--- src/rtl/rvfi_bus_responder_if.sv ---
// Request/response bus between a requester (or formal harness) and rvfi_bus_responder.
// The rand_* lines are free variables that steer the responder's ready/valid choices.
interface rvfi_bus_responder_if #(
    parameter int unsigned ADDR_W = 32,
    parameter int unsigned DATA_W = 32
);
    logic              req_valid;
    logic              req_ready;
    logic              req_wr;
    logic [ADDR_W-1:0] req_addr;
    logic [1:0]        req_size;
    logic [DATA_W-1:0] req_data;
    logic              rsp_valid;
    logic [DATA_W-1:0] rsp_data;
    logic [ADDR_W-1:0] rsp_addr;
    logic              rand_req_ready;
    logic              rand_rsp_valid;
    logic [DATA_W-1:0] rand_rsp_data;
    logic [4:0]        outstanding;
    logic              proto_err;

    modport master (
        output req_valid, req_wr, req_addr, req_size, req_data,
        output rand_req_ready, rand_rsp_valid, rand_rsp_data,
        input  req_ready, rsp_valid, rsp_data, rsp_addr, outstanding, proto_err
    );

    modport slave (
        input  req_valid, req_wr, req_addr, req_size, req_data,
        input  rand_req_ready, rand_rsp_valid, rand_rsp_data,
        output req_ready, rsp_valid, rsp_data, rsp_addr, outstanding, proto_err
    );
endinterface

--- src/rtl/rvfi_bus_responder.sv ---
// Nondeterministic bus responder: accepts requests, answers reads in order, flags requester
// protocol violations. Define REQ_FAIRNESS_EN to bound request/response stalls to MAX_STALL.
module rvfi_bus_responder #(
    parameter int unsigned ADDR_W    = 32,
    parameter int unsigned DATA_W    = 32,
    parameter int unsigned MAX_OUT   = 4,
    parameter int unsigned MAX_STALL = 4
) (
    input logic              clock,
    input logic              reset,
    rvfi_bus_responder_if.slave bus
);
    localparam int unsigned      PTR_W    = $clog2(MAX_OUT) + 1;
    localparam int unsigned      IDX_W    = (MAX_OUT > 1) ? $clog2(MAX_OUT) : 1;
    localparam logic [4:0]       OUT_MAX  = 5'(MAX_OUT);
    localparam logic [PTR_W-1:0] PTR_LAST = PTR_W'(MAX_OUT - 1);

    typedef enum logic [0:0] {StateIdle, StateHold} state_e;

    logic [ADDR_W-1:0] fifo_q [MAX_OUT];
    logic [PTR_W-1:0]  wr_ptr_q, rd_ptr_q;
    logic [4:0]        outstanding_q, outstanding_d;
    state_e            state_q, state_d;
    logic              proto_err_q, proto_err_d;
    logic              capture;
    logic              hold_wr_q;
    logic [ADDR_W-1:0] hold_addr_q;
    logic [1:0]        hold_size_q;
    logic [DATA_W-1:0] hold_data_q;
    logic              force_req, force_rsp;
    logic              req_ready, rsp_valid, push, pop;

    function automatic logic [PTR_W-1:0] ptr_inc(input logic [PTR_W-1:0] p);
        return (p == PTR_LAST) ? '0 : p + 1'b1;
    endfunction

    // Gated by reset so both handshake outputs read low while reset is held.
    always_comb begin
        req_ready = !reset && bus.req_valid && (bus.rand_req_ready || force_req)
                    && (bus.req_wr || (outstanding_q < OUT_MAX));
        rsp_valid = !reset && (outstanding_q != 5'd0) && (bus.rand_rsp_valid || force_rsp);
        push      = req_ready && !bus.req_wr;
        pop       = rsp_valid;
    end

    assign bus.req_ready   = req_ready;
    assign bus.rsp_valid   = rsp_valid;
    assign bus.rsp_data    = bus.rand_rsp_data;
    assign bus.rsp_addr    = fifo_q[rd_ptr_q[IDX_W-1:0]];
    assign bus.outstanding = outstanding_q;
    assign bus.proto_err   = proto_err_q;

    always_comb begin
        outstanding_d = outstanding_q;
        unique case ({push, pop})
            2'b10:   outstanding_d = outstanding_q + 5'd1;
            2'b01:   outstanding_d = outstanding_q - 5'd1;
            default: outstanding_d = outstanding_q;
        endcase
    end

    always_comb begin
        state_d     = state_q;
        proto_err_d = proto_err_q;
        capture     = 1'b0;
        unique case (state_q)
            StateIdle: begin
                if (bus.req_valid && !req_ready) begin
                    state_d = StateHold;
                    capture = 1'b1;
                end
            end
            StateHold: begin
                // A stalled request must stay valid and stable until it is taken.
                if (!bus.req_valid || (bus.req_wr != hold_wr_q) || (bus.req_addr != hold_addr_q)
                    || (bus.req_size != hold_size_q) || (bus.req_data != hold_data_q)) begin
                    proto_err_d = 1'b1;
                end
                if (bus.req_valid && req_ready) state_d = StateIdle;
            end
            default: state_d = StateIdle;
        endcase
        if (bus.req_valid && (bus.req_size == 2'd3)) proto_err_d = 1'b1;
    end

    always_ff @(posedge clock or posedge reset) begin
        if (reset) begin
            wr_ptr_q      <= '0;
            rd_ptr_q      <= '0;
            outstanding_q <= '0;
            state_q       <= StateIdle;
            proto_err_q   <= 1'b0;
            hold_wr_q     <= 1'b0;
            hold_addr_q   <= '0;
            hold_size_q   <= '0;
            hold_data_q   <= '0;
        end else begin
            if (push) wr_ptr_q <= ptr_inc(wr_ptr_q);
            if (pop)  rd_ptr_q <= ptr_inc(rd_ptr_q);
            outstanding_q <= outstanding_d;
            state_q       <= state_d;
            proto_err_q   <= proto_err_d;
            if (capture) begin
                hold_wr_q   <= bus.req_wr;
                hold_addr_q <= bus.req_addr;
                hold_size_q <= bus.req_size;
                hold_data_q <= bus.req_data;
            end
        end
    end

    always_ff @(posedge clock) begin
        if (push) fifo_q[wr_ptr_q[IDX_W-1:0]] <= bus.req_addr;
    end

`ifdef REQ_FAIRNESS_EN
    localparam logic [3:0] STALL_LAST = 4'(MAX_STALL - 1);

    logic [3:0] req_stall_q, rsp_stall_q;

    assign force_req = (req_stall_q == STALL_LAST);
    assign force_rsp = (rsp_stall_q == STALL_LAST);

    // Counters saturate so a capacity-blocked request is taken as soon as a slot frees.
    always_ff @(posedge clock or posedge reset) begin
        if (reset) begin
            req_stall_q <= '0;
            rsp_stall_q <= '0;
        end else begin
            if (bus.req_valid && !req_ready) begin
                req_stall_q <= force_req ? req_stall_q : req_stall_q + 4'd1;
            end else begin
                req_stall_q <= '0;
            end
            if ((outstanding_q != 5'd0) && !rsp_valid) begin
                rsp_stall_q <= force_rsp ? rsp_stall_q : rsp_stall_q + 4'd1;
            end else begin
                rsp_stall_q <= '0;
            end
        end
    end
`else
    assign force_req = 1'b0;
    assign force_rsp = 1'b0;
`endif
endmodule

--- src/flat_wrapper.sv ---
// flat-port wrapper written by rule: the top's interface ports become plain ports
module rvfi_bus_responder_flat 
#(
    parameter int unsigned ADDR_W    = 32,
    parameter int unsigned DATA_W    = 32,
    parameter int unsigned MAX_OUT   = 4,
    parameter int unsigned MAX_STALL = 4
)
  (clock, reset, bus_req_valid, bus_req_wr, bus_req_addr, bus_req_size, bus_req_data, bus_rand_req_ready, bus_rand_rsp_valid, bus_rand_rsp_data, bus_req_ready, bus_rsp_valid, bus_rsp_data, bus_rsp_addr, bus_outstanding, bus_proto_err);
  rvfi_bus_responder_if #(.ADDR_W(ADDR_W), .DATA_W(DATA_W)) bus_i ();
  input logic clock;
  input logic reset;
  input wire logic [$bits(bus_i.req_valid)-1:0] bus_req_valid;
  input wire logic [$bits(bus_i.req_wr)-1:0] bus_req_wr;
  input wire logic [$bits(bus_i.req_addr)-1:0] bus_req_addr;
  input wire logic [$bits(bus_i.req_size)-1:0] bus_req_size;
  input wire logic [$bits(bus_i.req_data)-1:0] bus_req_data;
  input wire logic [$bits(bus_i.rand_req_ready)-1:0] bus_rand_req_ready;
  input wire logic [$bits(bus_i.rand_rsp_valid)-1:0] bus_rand_rsp_valid;
  input wire logic [$bits(bus_i.rand_rsp_data)-1:0] bus_rand_rsp_data;
  output wire logic [$bits(bus_i.req_ready)-1:0] bus_req_ready;
  output wire logic [$bits(bus_i.rsp_valid)-1:0] bus_rsp_valid;
  output wire logic [$bits(bus_i.rsp_data)-1:0] bus_rsp_data;
  output wire logic [$bits(bus_i.rsp_addr)-1:0] bus_rsp_addr;
  output wire logic [$bits(bus_i.outstanding)-1:0] bus_outstanding;
  output wire logic [$bits(bus_i.proto_err)-1:0] bus_proto_err;
  assign bus_i.req_valid = bus_req_valid;
  assign bus_i.req_wr = bus_req_wr;
  assign bus_i.req_addr = bus_req_addr;
  assign bus_i.req_size = bus_req_size;
  assign bus_i.req_data = bus_req_data;
  assign bus_i.rand_req_ready = bus_rand_req_ready;
  assign bus_i.rand_rsp_valid = bus_rand_rsp_valid;
  assign bus_i.rand_rsp_data = bus_rand_rsp_data;
  assign bus_req_ready = bus_i.req_ready;
  assign bus_rsp_valid = bus_i.rsp_valid;
  assign bus_rsp_data = bus_i.rsp_data;
  assign bus_rsp_addr = bus_i.rsp_addr;
  assign bus_outstanding = bus_i.outstanding;
  assign bus_proto_err = bus_i.proto_err;
  rvfi_bus_responder #(.ADDR_W(ADDR_W), .DATA_W(DATA_W), .MAX_OUT(MAX_OUT), .MAX_STALL(MAX_STALL)) u_core (.clock(clock), .reset(reset), .bus(bus_i));
endmodule
--- config.mk ---
export PLATFORM = sky130hd
export DESIGN_NAME = rvfi_bus_responder_flat
export DESIGN_NICKNAME = d
export VERILOG_FILES = /design/src/rtl/rvfi_bus_responder_if.sv /design/src/rtl/rvfi_bus_responder.sv /design/src/flat_wrapper.sv
export SDC_FILE = /design/constraint.sdc
export NUM_CORES = 1
export LEC_CHECK = 0
export CAP_MARGIN = 0
export CORE_UTILIZATION = 30
export DETAILED_ROUTE_END_ITERATION = 6
export GPL_TIMING_DRIVEN = 0
export SYNTH_ARGS = -nofsm -noshare
export SYNTH_HDL_FRONTEND = slang
export SYNTH_SLANG_ARGS = --single-unit
--- constraint.sdc ---
create_clock -name clock -period 4.8 [get_ports clock]
set_input_delay 0.96 -clock clock [delete_from_list [all_inputs] [get_ports clock]]
set_output_delay 0.96 -clock clock [all_outputs]
set_load 0.1 [all_outputs]
==> impl_metrics.ini <==
[logic_synthesis]
post-synth-top-count-cell = edfxtp_1
synth-edff-count = 128
synth_top_area_cell = edfxtp_1
synth_top_family_by_area = multiplexers
synth_xor_area_share_pct = 5.33
synth.distinct_cells = 40
ys_seq_area_share_pct = 65.8
synthTopCellsByCount = edfxtp_1 (128), dfrtp_1 (80), mux2_2 (62)
ys_warn_count = 0
syn-cell-area_um2 = 8880
synth_simple_gate_area_share_pct = 4.18
synthMuxAreaShare_pct = 16.1
syn_area_per_cell_um2 = 16.6
ys_ff_latch = 208
synthesis.nets = 649
synthAdderAreaFrac_pct = 1.49
async_reset_ff_share_pct = 38.5
synth_flop_cell = edfxtp_1
synth_compound_area_share_pct = 2.62
netlist_top_cells_area = edfxtp_1 (43%), dfrtp_1 (23%), mux4_2 (8.1%)
syn_inst = 535
synth_top_area_share_pct = 43.3

[route]
vias_per_cell = 4.46
drt-total-wl_um = 20100
firstDrtPassIters = 6
wl_per_cell_um = 18.1
antenna_left = 0
drc = 0
via_count = 4951
drt-initial-drc-count = 266

[global_routing]
grt_pass1_vias = 5160
grtUsageTotal_pct = 13.4
grt_pass1_wl_um = 30700
grt_start_max_net_pins = 40
grt_overflow = 0
antenna_found_initial = 2

[floorplan]
rows = 62
die_width_um = 174
die_area_um2 = 30300
core-area_um2 = 28900
io_pins = 176
start_util_pct = 30.7
die_h_um = 174

[setup_path]
worstPathCellList = clkdlybuf4s50_1 -> o2111ai_1 -> inv_1 -> clkdlybuf4s50_1
critPathMaxFanout = 5
cp_data_required_time_ns = 3.84
critPathMaxStageDelay_ns = 1.24
cp_slowest_cell = clkdlybuf4s50_1
crit_top_cell = clkdlybuf4s50_1
critical_path_class = primary input to output pin
cp_data_arrival_time_ns = 3.48
crit_path_start_kind = primary input
worstSetupEndpointType = output pin

[status]
status = finished clean

[power_and_ir_drop]
p_int_w = 0.00447
powerDensity_nw_per_um2 = 626
ir_drop_uv = 235
pwr-share-comb_pct = 41.3
p_sw_w = 0.00289
p_seq_share_pct = 33.5
swShare_pct = 39.2
power.leakage_nw = 4.33
clkPwrFrac_pct = 25.2

[sta]
post-route-period-util_pct = 92.4
fin_crit_ns = 4.44
slew-limit-headroom_pct = 27.3
fin_worst_skew_ns = 0.0126
slew_viol_final = 0
rsz0062_at_grt = no
worst_pin_slew_ns = 1.09
holdWs_ns = 0.497
report.final.hold_viol_count = 0
fin_ws_ns = 0.364
setup_viol = 0
fmax_mhz = 225

[clock_tree]
post_cts_buffers = 0
clk_pin_slew_ns = 0.06
clk_path_buf_depth = 3
cts-buffers-inserted = 22
ctsResizeCount = 0
insertion_delay_ns = 0.50
holdBufCountCts = 0
clock_sinks = 208
root_buffer = clkbuf_16
cts_tree = built
htreeDepth = 1

[cells_and_area]
multi_input_area_um2 = 2650
syn_to_final_growth_pct = 32.4
regArea_um2 = 5850
num_antenna_cells = 0
drive_gt1_share_pct = 26.5
finish.net_count = 823
final_cell_area_um2 = 11800
fillers = 2606

[run]
cap_viol_max_count = 0

[place]
post-place-ws_ns = 0.357
hpwl_um = 14600
post_dp_cell_area_um2 = 11000
place_congestion = 0.773
io_buffer_count = 143

[worst_hold_path]
min_path_type = register to register
-- worst max-delay path: cells and delay by family --
kind / cells / cell delay (ns)
buffers and inverters: 3 / 2.12
AOI/OAI and AO/OA: 1 / 0.40
-- registers in the layout, indices dropped and copies added (netlist names), named ones only --
register and flops:
u_core.hold_addr_q 32, u_core.hold_wr_q 1, u_core.wr_ptr_q 3, u_core.hold_size_q 2, u_core.rd_ptr_q 3, u_core.bus.outstanding 5, u_core.bus.proto_err 1, u_core.hold_data_q 32
u_core.fifo_q 128
-- placed cells by master (no fill, tap or decap), drive strengths merged, types with 2 or more instances in the layout --
master,n
buf,49
inv,20
and2,3
mux4,32
clkinv,4
nand4,7
a21oi,6
nor2,6
nor2b,8
clkinvlp,2
clkdlybuf4s50,143
or4,2
a21o,2
o2111ai,5
nor4,10
and2b,2
edfxtp,128
bufinv,5
clkbuf,37
xnor2,18
xor2,36
a31oi,2
ha,9
dfrtp,80
nand2,11
nor3,2
or2b,8
mux2,62
o21ai,12
o22ai,3
-- routing by layer --
layer / vias up / track usage (%) / wire length, µm / share of wire [%]
met5: - / 0 / 23 / 0.11
met1: 2454 / 17.1 / 8670 / 43
li1: 2322 / - / - / -
met4: 4 / 3.03 / 293 / 1.5
met2: 145 / 23.2 / 9980 / 50
met3: 26 / 2.91 / 1110 / 5.5
-- power by group through the flow --
stage          Combinational, W  Clock (W)  Sequential [W]
2_1_floorplan           0.00227          0         0.00261
3_3_place_gp            0.00303          0         0.00249
3_5_place_dp            0.00307          0         0.00250
4_1_cts                 0.00307    0.00189         0.00247
5_1_grt                 0.00320    0.00195         0.00251
6_report                0.00304    0.00185         0.00247
-- cell type report --
cell class,count,share of cell area (%)
clock inverter,11,1.58
tap,384,4.09
sequential,208,49.7
buffer,50,2.73
inverter,20,0.671
clock buffer,29,5.17
multi-input combinational,257,22.6
timing repair buffer,150,13.5
-- per-stage QoR --
| step | instances | total power [W] | TNS [ns] | util [%] |
|---|---|---|---|---|
| 3_3_place_gp | 1062 | 0.00552 | -182.77 | 37.3 |
| 6_report | 1109 | 0.00736 | 0 | 40.6 |
| 3_5_place_dp | 1069 | 0.00557 | 0 | 37.9 |
| 4_1_cts | 1109 | 0.00743 | 0 | 40.6 |
| 5_1_grt | 1109 | 0.00767 | 0 | 40.6 |
| 2_1_floorplan | 535 | 0.00487 | 0 | - |
-- cells by family (layout without fill, tap and decap cells) --
family | Yosys count | after routing
AOI/OAI and AO/OA | 36 | 36
xor gates and xnor gates | 54 | 54
adders and majority gates | 10 | 10
buffers and inverters | 70 | 260
DFF | 208 | 208
muxes | 95 | 95
and+or+nand+nor | 62 | 62
-- path summary, 6_finish.rpt --
kind                       slack (ns)                        end                 startpoint  cells past startpoint
max reg2reg                      1.66  u_core.bus.outstanding[4]  u_core.bus.outstanding[3]                     11
max                              0.36              bus_req_ready                 bus_req_wr                      4
min in group asynchronous        0.73  u_core.bus.outstanding[1]                      reset                      2
min                              0.50  u_core.bus.outstanding[4]  u_core.bus.outstanding[4]                      1
min reg2reg                      0.50  u_core.bus.outstanding[4]  u_core.bus.outstanding[4]                      1
max in group asynchronous        3.34     u_core.hold_addr_q[19]                      reset                      4
Power figures use the tool's default switching activity.
